--- src/rtl/bcd_display_if.sv ---
// Port bundle between a decade-counter chain and the multiplexed 7-segment scanner.
// The master supplies the digits and controls; the slave drives the display.
interface bcd_display_if #(
    parameter int DIGITS = 4
);
    logic [4*DIGITS-1:0] bcd_in;
    logic [DIGITS-1:0]   dp_in;
    logic                load;
    logic                blank_lz;
    logic [6:0]          seg;
    logic                dp;
    logic [DIGITS-1:0]   an;
    logic                frame_done;

    modport master (
        output bcd_in, dp_in, load, blank_lz,
        input  seg, dp, an, frame_done
    );

    modport slave (
        input  bcd_in, dp_in, load, blank_lz,
        output seg, dp, an, frame_done
    );
endinterface

--- src/rtl/bcd_display_scanner.sv ---
// Snapshots BCD digits on load and scans them onto one common-cathode display,
// PRESCALE cycles per digit, with optional leading-zero blanking.
module bcd_display_scanner #(
    parameter int DIGITS   = 4,
    parameter int PRESCALE = 1000
) (
    input  logic          clk,
    input  logic          rst,
    bcd_display_if.slave  bus
);
    localparam int IW = (DIGITS > 1) ? $clog2(DIGITS) : 1;
    localparam int PW = (PRESCALE > 1) ? $clog2(PRESCALE) : 1;
    localparam logic [IW-1:0] LAST_IDX = IW'(DIGITS - 1);
    localparam logic [PW-1:0] LAST_PRE = PW'(PRESCALE - 1);
    localparam logic [DIGITS-1:0] AN_ONE = {{(DIGITS-1){1'b0}}, 1'b1};

    logic [3:0]        snap_r [DIGITS];
    logic [DIGITS-1:0] snap_dp_r;
    logic [PW-1:0]     presc_r;
    logic [IW-1:0]     idx_r;
    logic              wrap_r;
    logic [6:0]        seg_r;
    logic              dp_r;
    logic [DIGITS-1:0] an_r;
    logic              frame_done_r;

    logic              zero_run_s;
    logic              blank_s;
    logic [6:0]        seg_next_s;

    function automatic logic [6:0] decode_7seg(input logic [3:0] code);
        logic [6:0] pattern;
        case (code)
            4'd0:    pattern = 7'h3F;
            4'd1:    pattern = 7'h06;
            4'd2:    pattern = 7'h5B;
            4'd3:    pattern = 7'h4F;
            4'd4:    pattern = 7'h66;
            4'd5:    pattern = 7'h6D;
            4'd6:    pattern = 7'h7D;
            4'd7:    pattern = 7'h07;
            4'd8:    pattern = 7'h7F;
            4'd9:    pattern = 7'h6F;
            default: pattern = 7'h40;
        endcase
        return pattern;
    endfunction

    // Segment pattern for the current digit; blank it when it sits inside a run of leading zeros.
    always_comb begin
        zero_run_s = 1'b1;
        blank_s    = 1'b0;
        for (int i = DIGITS - 1; i > 0; i--) begin
            zero_run_s = zero_run_s & (snap_r[i] == 4'd0);
            blank_s    = (IW'(i) == idx_r) ? zero_run_s : blank_s;
        end
        if (bus.blank_lz && blank_s) begin
            seg_next_s = 7'h00;
        end else begin
            seg_next_s = decode_7seg(snap_r[idx_r]);
        end
    end

    // Snapshot capture, prescaler/index stepping and registered display outputs.
    always_ff @(posedge clk) begin
        if (rst) begin
            for (int i = 0; i < DIGITS; i++) begin
                snap_r[i] <= 4'd0;
            end
            snap_dp_r    <= '0;
            presc_r      <= '0;
            idx_r        <= '0;
            wrap_r       <= 1'b0;
            seg_r        <= 7'h00;
            dp_r         <= 1'b0;
            an_r         <= '0;
            frame_done_r <= 1'b0;
        end else begin
            if (bus.load) begin
                for (int i = 0; i < DIGITS; i++) begin
                    snap_r[i] <= bus.bcd_in[4*i +: 4];
                end
                snap_dp_r <= bus.dp_in;
            end

            if (presc_r == LAST_PRE) begin
                presc_r <= '0;
                idx_r   <= (idx_r == LAST_IDX) ? '0 : idx_r + IW'(1);
                wrap_r  <= (idx_r == LAST_IDX);
            end else begin
                presc_r <= presc_r + PW'(1);
                wrap_r  <= 1'b0;
            end

            // wrap_r lags the index by one edge, so the pulse lands on digit 0's first output cycle.
            seg_r        <= seg_next_s;
            dp_r         <= snap_dp_r[idx_r];
            an_r         <= AN_ONE << idx_r;
            frame_done_r <= wrap_r;
        end
    end

    assign bus.seg        = seg_r;
    assign bus.dp         = dp_r;
    assign bus.an         = an_r;
    assign bus.frame_done = frame_done_r;
endmodule

--- src/flat_wrapper.sv ---
// flat-port wrapper written by rule: the top's interface ports become plain ports
module bcd_display_scanner_flat 
#(
    parameter int DIGITS   = 4,
    parameter int PRESCALE = 1000
)
  (clk, rst, bus_bcd_in, bus_dp_in, bus_load, bus_blank_lz, bus_seg, bus_dp, bus_an, bus_frame_done);
  bcd_display_if #(.DIGITS(DIGITS)) bus_i ();
  input  logic clk;
  input  logic rst;
  input wire logic [$bits(bus_i.bcd_in)-1:0] bus_bcd_in;
  input wire logic [$bits(bus_i.dp_in)-1:0] bus_dp_in;
  input wire logic [$bits(bus_i.load)-1:0] bus_load;
  input wire logic [$bits(bus_i.blank_lz)-1:0] bus_blank_lz;
  output wire logic [$bits(bus_i.seg)-1:0] bus_seg;
  output wire logic [$bits(bus_i.dp)-1:0] bus_dp;
  output wire logic [$bits(bus_i.an)-1:0] bus_an;
  output wire logic [$bits(bus_i.frame_done)-1:0] bus_frame_done;
  assign bus_i.bcd_in = bus_bcd_in;
  assign bus_i.dp_in = bus_dp_in;
  assign bus_i.load = bus_load;
  assign bus_i.blank_lz = bus_blank_lz;
  assign bus_seg = bus_i.seg;
  assign bus_dp = bus_i.dp;
  assign bus_an = bus_i.an;
  assign bus_frame_done = bus_i.frame_done;
  bcd_display_scanner #(.DIGITS(DIGITS), .PRESCALE(PRESCALE)) u_core (.clk(clk), .rst(rst), .bus(bus_i));
endmodule
--- config.mk ---
export PLATFORM = sky130hd
export DESIGN_NAME = bcd_display_scanner_flat
export DESIGN_NICKNAME = d
export VERILOG_FILES = /design/src/rtl/bcd_display_if.sv /design/src/rtl/bcd_display_scanner.sv /design/src/flat_wrapper.sv
export SDC_FILE = /design/constraint.sdc
export NUM_CORES = 1
export LEC_CHECK = 0
export ABC_AREA = 1
export BUFFER_PORTS_ARGS = -buffer_cell sky130_fd_sc_hd__buf_2
export CAP_MARGIN = 20
export CORE_ASPECT_RATIO = 1.2
export CORE_UTILIZATION = 50
export CTS_BUF_LIST = sky130_fd_sc_hd__clkbuf_8 sky130_fd_sc_hd__clkbuf_16
export DETAILED_ROUTE_END_ITERATION = 10
export GPL_ROUTABILITY_DRIVEN = 0
export PLACE_DENSITY_LB_ADDON = 0.15
export SKIP_LAST_GASP = 1
export SLEW_MARGIN = 20
export SYNTH_ARGS = -nofsm -noshare
export SYNTH_HDL_FRONTEND = slang
export SYNTH_SLANG_ARGS = --single-unit
--- constraint.sdc ---
create_clock -name clk -period 1.63 [get_ports clk]
set_clock_uncertainty 0.2 [all_clocks]
set_input_delay 0.489 -clock clk [delete_from_list [all_inputs] [get_ports clk]]
set_output_delay 0.489 -clock clk [all_outputs]
set_load 0.005 [all_outputs]
# Word-level counts from Yosys, hierarchy flattened
# Memory sizes are Yosys's and may differ from the RTL's. A register that Yosys moved wholly into a read port is not among the register bits.
# Index checks and enable logic that the tools add are counted.
[classes] add_sub_neg=2 n_lt_le_gt_ge=1 n_eq_ne=5 n_shift=1 muxes=17 bitwise_logic=7 reduce_logical=7
[ops] cell="$mux W4" n=4
[ops] cell="$logic_not A4 Y1" n=3
[ops] cell="$add A10 B1 Y10 const B" n=1
[ops] cell="$eq A10 B10 Y1 const B" n=1
[ops] cell="$mux W1" n=9
[ops] cell="$mux W2" n=3
[ops] cell="$reduce_or A2 Y1" n=3
[ops] cell="$eq A2 B2 Y1 const A" n=2
[ops] cell="$or A1 B1 Y1" n=4
[ops] cell="$shl A1 B2 Y4 const A" n=1
[ops] cell="$lt A2 B3 Y1 const B" n=1
[ops] cell="$add A2 B1 Y2 const B" n=1
[ops] cell="$and A1 B1 Y1" n=2
[ops] cell="$bmux W1 S2" n=1
[ops] cell="$eq A1 B2 Y1 const A" n=1
[ops] cell="$eq A2 B2 Y1 const B" n=1
[ops] cell="$logic_and A1 B1 Y1" n=1
[ops] cell="$not A1 Y1" n=1
[word_totals] ff_bits=23 mem_bits_rw=16 rom_bits=112 inputBits=24 out_inout_bits=13 wordCells=49 mem_count=2
[memory_table] name="(no name shown)" depth=16 width=7 rd=1 rd_ports_with_merged_regs=1 write_ports=0 line_no="bcd_display_scanner.sv:33" rtl="case (code)"
[memory_table] name="u_core.snap_r" depth=4 width=4 rd=4 rd_ports_with_merged_regs=1 write_ports=4 line_no="bcd_display_scanner.sv:17" rtl="logic [3:0] snap_r [DIGITS];"

# Longest topological paths before layout
[depth] word_depth=6 mapped_depth=12 mapped_depth_nobuf=11

# Worst setup path after synthesis
# No wires, ideal clock.
[synth_timing] kind="reg2reg" start="register u_core.idx_r[0]" end="register u_core.seg_r[3], in the netlist u_core.bus.seg[3]" setup_ps=113 t_arrival_ps=1302 required_ps=1317 slack_ps=15 stages_incl_launch_ff=10 n_path_buf=0 synth_period_minus_slack_ps=1615 cell_sequence="dfxtp_1 -> inv_1 -> ha_1 -> or2_2 -> nand2_1 -> nand2_1 -> inv_1 -> nand2_1 -> nand3_2 -> nor2_1"
[synth_via] elab_chain_cells=6 elab_cells_between_ends=8 cone_classes="eq/ne (3); mux (3); reduce/logical (2)"
[synth_lines] element="start: declaration" line_no="bcd_display_scanner.sv:20" rtl="logic [IW-1:0] idx_r;"
[synth_lines] element="start signal: assignment" line_no="bcd_display_scanner.sv:88" rtl="idx_r <= (idx_r == LAST_IDX) ? '0 : idx_r + IW'(1);"
[synth_lines] element="$eq A2 B2 Y1" line_no="bcd_display_scanner.sv:55" rtl="blank_s = (IW'(i) == idx_r) ? zero_run_s : blank_s;"
[synth_lines] element="$mux W1 (2 in series)" line_no="bcd_display_scanner.sv:55"
[synth_lines] element="$mux W1 (*)" line_no="bcd_display_scanner.sv:55"
[synth_lines] element="$logic_and A1 B1 Y1 (*)" line_no="bcd_display_scanner.sv:57" rtl="if (bus.blank_lz && blank_s) begin"
[synth_lines] element="$reduce_or A2 Y1 (no source line) (*)"
[synth_lines] element="end: declaration" line_no="bcd_display_scanner.sv:22" rtl="logic [6:0] seg_r;"
# Mark *: on every way between the ends. The rest lies on a longest branch, timed or not.
# A chain may end at the register's enable or synchronous reset.

==> reports/metrics.cfg <==
[global_routing]
grt_pass1_wl_um=6640
grt_max_degree=21
antenna_found_initial=0
grt_pass1_vias=1620
grt_usage=0.185
overflow=0

[worst_setup_path]
r2r_end=u_core.bus.seg[5]$_SDFF_PP0_
crit_path_start_kind=flip-flop
cpMostUsedCell=nor2_1
endpoint_kind=flip-flop
path_max_fanout=7
crit_arrival_ps=1620
reg2reg_slack_ps=2
reg2reg_depth=11
endpoint=u_core.bus.seg[5]$_SDFF_PP0_
cp_slowest_cell=dfxtp_2
cp.required_ps=1630
critPathMaxStageDelay_ps=340
path_class=flip-flop to flip-flop
crit_chain=buf_6 > inv_8 > nand2_4 > nand3_4 > nand2_8 > buf_4 > ha_1 > nand2_1 > inv_1 > nor2_1 > nor2_1

[yosys]
synthFlopType=dfxtp_1
synth-seq-area-share=0.511
synth_cells=270
yosys_warnings=0
syn-num-nets=304
async_reset_ff_frac=0
ys_top_cells_by_area=dfxtp_1 (29%), edfxtp_1 (22%), nand2_1 (9.6%), nor2_1 (9.1%), inv_1 (7.2%)
synth_cell_types=27
synth-edff-count=16
ys_ff_latch=48
synth_area_per_cell_um2=8.13
yosys.area.top_type_share=0.292
synth_area_um2=2200
yosysTopAreaCell=dfxtp_1

[placement]
place_ws_ps=-44.7
numPortBuffers=36
hpwl_um=3020

[floorplan]
core_um2=4230
pin_count=37
die_w_um=62.5
dieHeight_um=74.6
row_count=26
die_area_um2=4660
initial_utilization=0.519

[detailed_routing]
drc_errors=0
wl_um=4090
drtIter0Drc=42
antenna_left=0
dr.pass1.iters=4
vias=1774
routedWlPerCell_um=10.6
vias_per_cell=4.61

[sta]
maxSlewViolCount=0
fin_hold_ws_ps=226
period_share=0.999
finalWorstSetupSlack_ps=1.75
fin_crit_ps=1630
tightest_slew_ps=443
slew_headroom=0.705
fmax_mhz=614
rsz0062_at_grt=yes
setup_viol=0
hold_violations=0

[final_layout]
final_common_cell=nor2_1
final_cell_mix=nor2_1 (51), nand2_1 (46), inv_1 (40)
syn2layout_area_growth_pct=30.2
diodes=0
drive_gt1_frac=0.331
fin_nets=362

[clock_network]
cts_tree=built
cts_sinks=48
clk_path_buf_depth=2
cts_hold_buf=0
clk_latency_ps=300
cts-buffers-inserted=5
htreeDepth=2
cts_root_buf=clkbuf_8
clk_pin_slew_ps=80

[pwr]
combPwrFrac=0.128
pwr-share-clk=0.315
total_power_mw=2.40
cell_internal_pwr_mw=1.83
seqPwrFrac=0.557
p_leak_nw=1.36
ir_drop_v=0.000478
swShare=0.238
p_per_area_nw_per_um2=841
p_switching_mw=0.572

[job]
drv_cap=0

[outcome]
outcome=finished clean

[hold_path]
hold_path.class=flip-flop to flip-flop

## state kept, by name, indices dropped and copies added, names as in the netlist, named ones only
register and flops:
u_core.bus.seg 7, u_core.bus.frame_done 1, u_core.presc_r 10, u_core.idx_r 2, u_core.wrap_r 1, u_core.snap_dp_r 4
u_core.bus.dp 1, u_core.bus.an 4, u_core.snap_r 16
## cell type report
class / count / area [um^2]
Fill cell: 370 / 1370
Sequential cell: 48 / 1130
Multi-Input combinational cell: 172 / 1020
Timing Repair Buffer: 55 / 354
Inverter: 46 / 185
Clock buffer: 6 / 93.8
Tap cell: 56 / 70.1
Clock inverter: 2 / 7.51
## per-layer routing
layer	up-vias	wire, um	share of wire	track usage
li1	941	-	-	-
met1	788	1800	0.44	0.199
met2	36	2070	0.50	0.345
met3	9	138	0.034	0.0460
met4	0	82	0.020	0.0853
met5	-	0	0	0
## per-stage QoR
step / instances / utilization / setup TNS (ps) / cell area [um^2]
CTS: 384 / 0.633 / -28.4 / 2680
global route: 385 / 0.676 / -390 / 2860
finish: 385 / 0.676 / 0 / 2860
floorplan: 270 / - / 0 / 2200
detailed placement: 375 / 0.605 / -123 / 2560
global placement: 375 / 0.605 / -32.6 / 2560
## cell families after synthesis
family                   Yosys count  share of synthesized area
adder cells (fa/ha/maj)           10                     0.0570
XOR/XNOR                           4                     0.0160
flip-flops                        48                      0.511
AND/OR/NAND/NOR                  147                      0.299
buffers and inverters             50                     0.0917
AO/OA/AOI/OAI                     11                     0.0256
## worst min path at each step
stage / to / from / slack, ps / depth (start not counted)
floorplan: u_core.bus.frame_done$_SDFF_PP0_ / u_core.wrap_r$_SDFF_PP0_ / 190 / 2
global placement: u_core.bus.frame_done$_SDFF_PP0_ / u_core.wrap_r$_SDFF_PP0_ / 200 / 2
detailed placement: u_core.bus.frame_done$_SDFF_PP0_ / u_core.wrap_r$_SDFF_PP0_ / 220 / 2
CTS: u_core.snap_dp_r[3]$_SDFFE_PP0P_ / bus_dp_in[3] / 220 / 3
global route: u_core.snap_dp_r[2]$_SDFFE_PP0P_ / bus_dp_in[2] / 230 / 3
finish: u_core.bus.frame_done$_SDFF_PP0_ / u_core.wrap_r$_SDFF_PP0_ / 230 / 2
## synthesized netlist by cell type (2+ instances only)
library cell  number
inv_1             42
edfxtp_1          16
a21oi_1            4
o21ai_0            6
nand2_2            6
ha_1              10
buf_2              3
nand2_1           56
or2_2              2
nor2_1            53
nand3_1           18
dfxtp_1           32
nor3_1             3
xor2_1             3
nand3_4            2
inv_2              3
## critical path, delay by kind of cell (launching register included)
family / cells / cell delay, ps
simple gates: 6 / 410
buf+inv: 4 / 370
flops: 1 / 340
fa+ha+maj: 1 / 190
## what timing repair did
action,CTS,global route
cloned,0,0
pin swaps,2,15
resized for setup,5,46
buffers inserted,1,1
endpoints found under the setup margin,6,7
## power by group through the flow
stage | Combinational, mW | Sequential [mW] | Clock (mW)
after floorplan | 0.153 | 1.36 | 0
after global placement | 0.255 | 1.36 | 0
after detailed placement | 0.260 | 1.36 | 0
after CTS | 0.266 | 1.33 | 0.781
after global routing | 0.348 | 1.35 | 0.825
final | 0.307 | 1.34 | 0.757
Note: power is estimated with default switching activity, not from simulation.
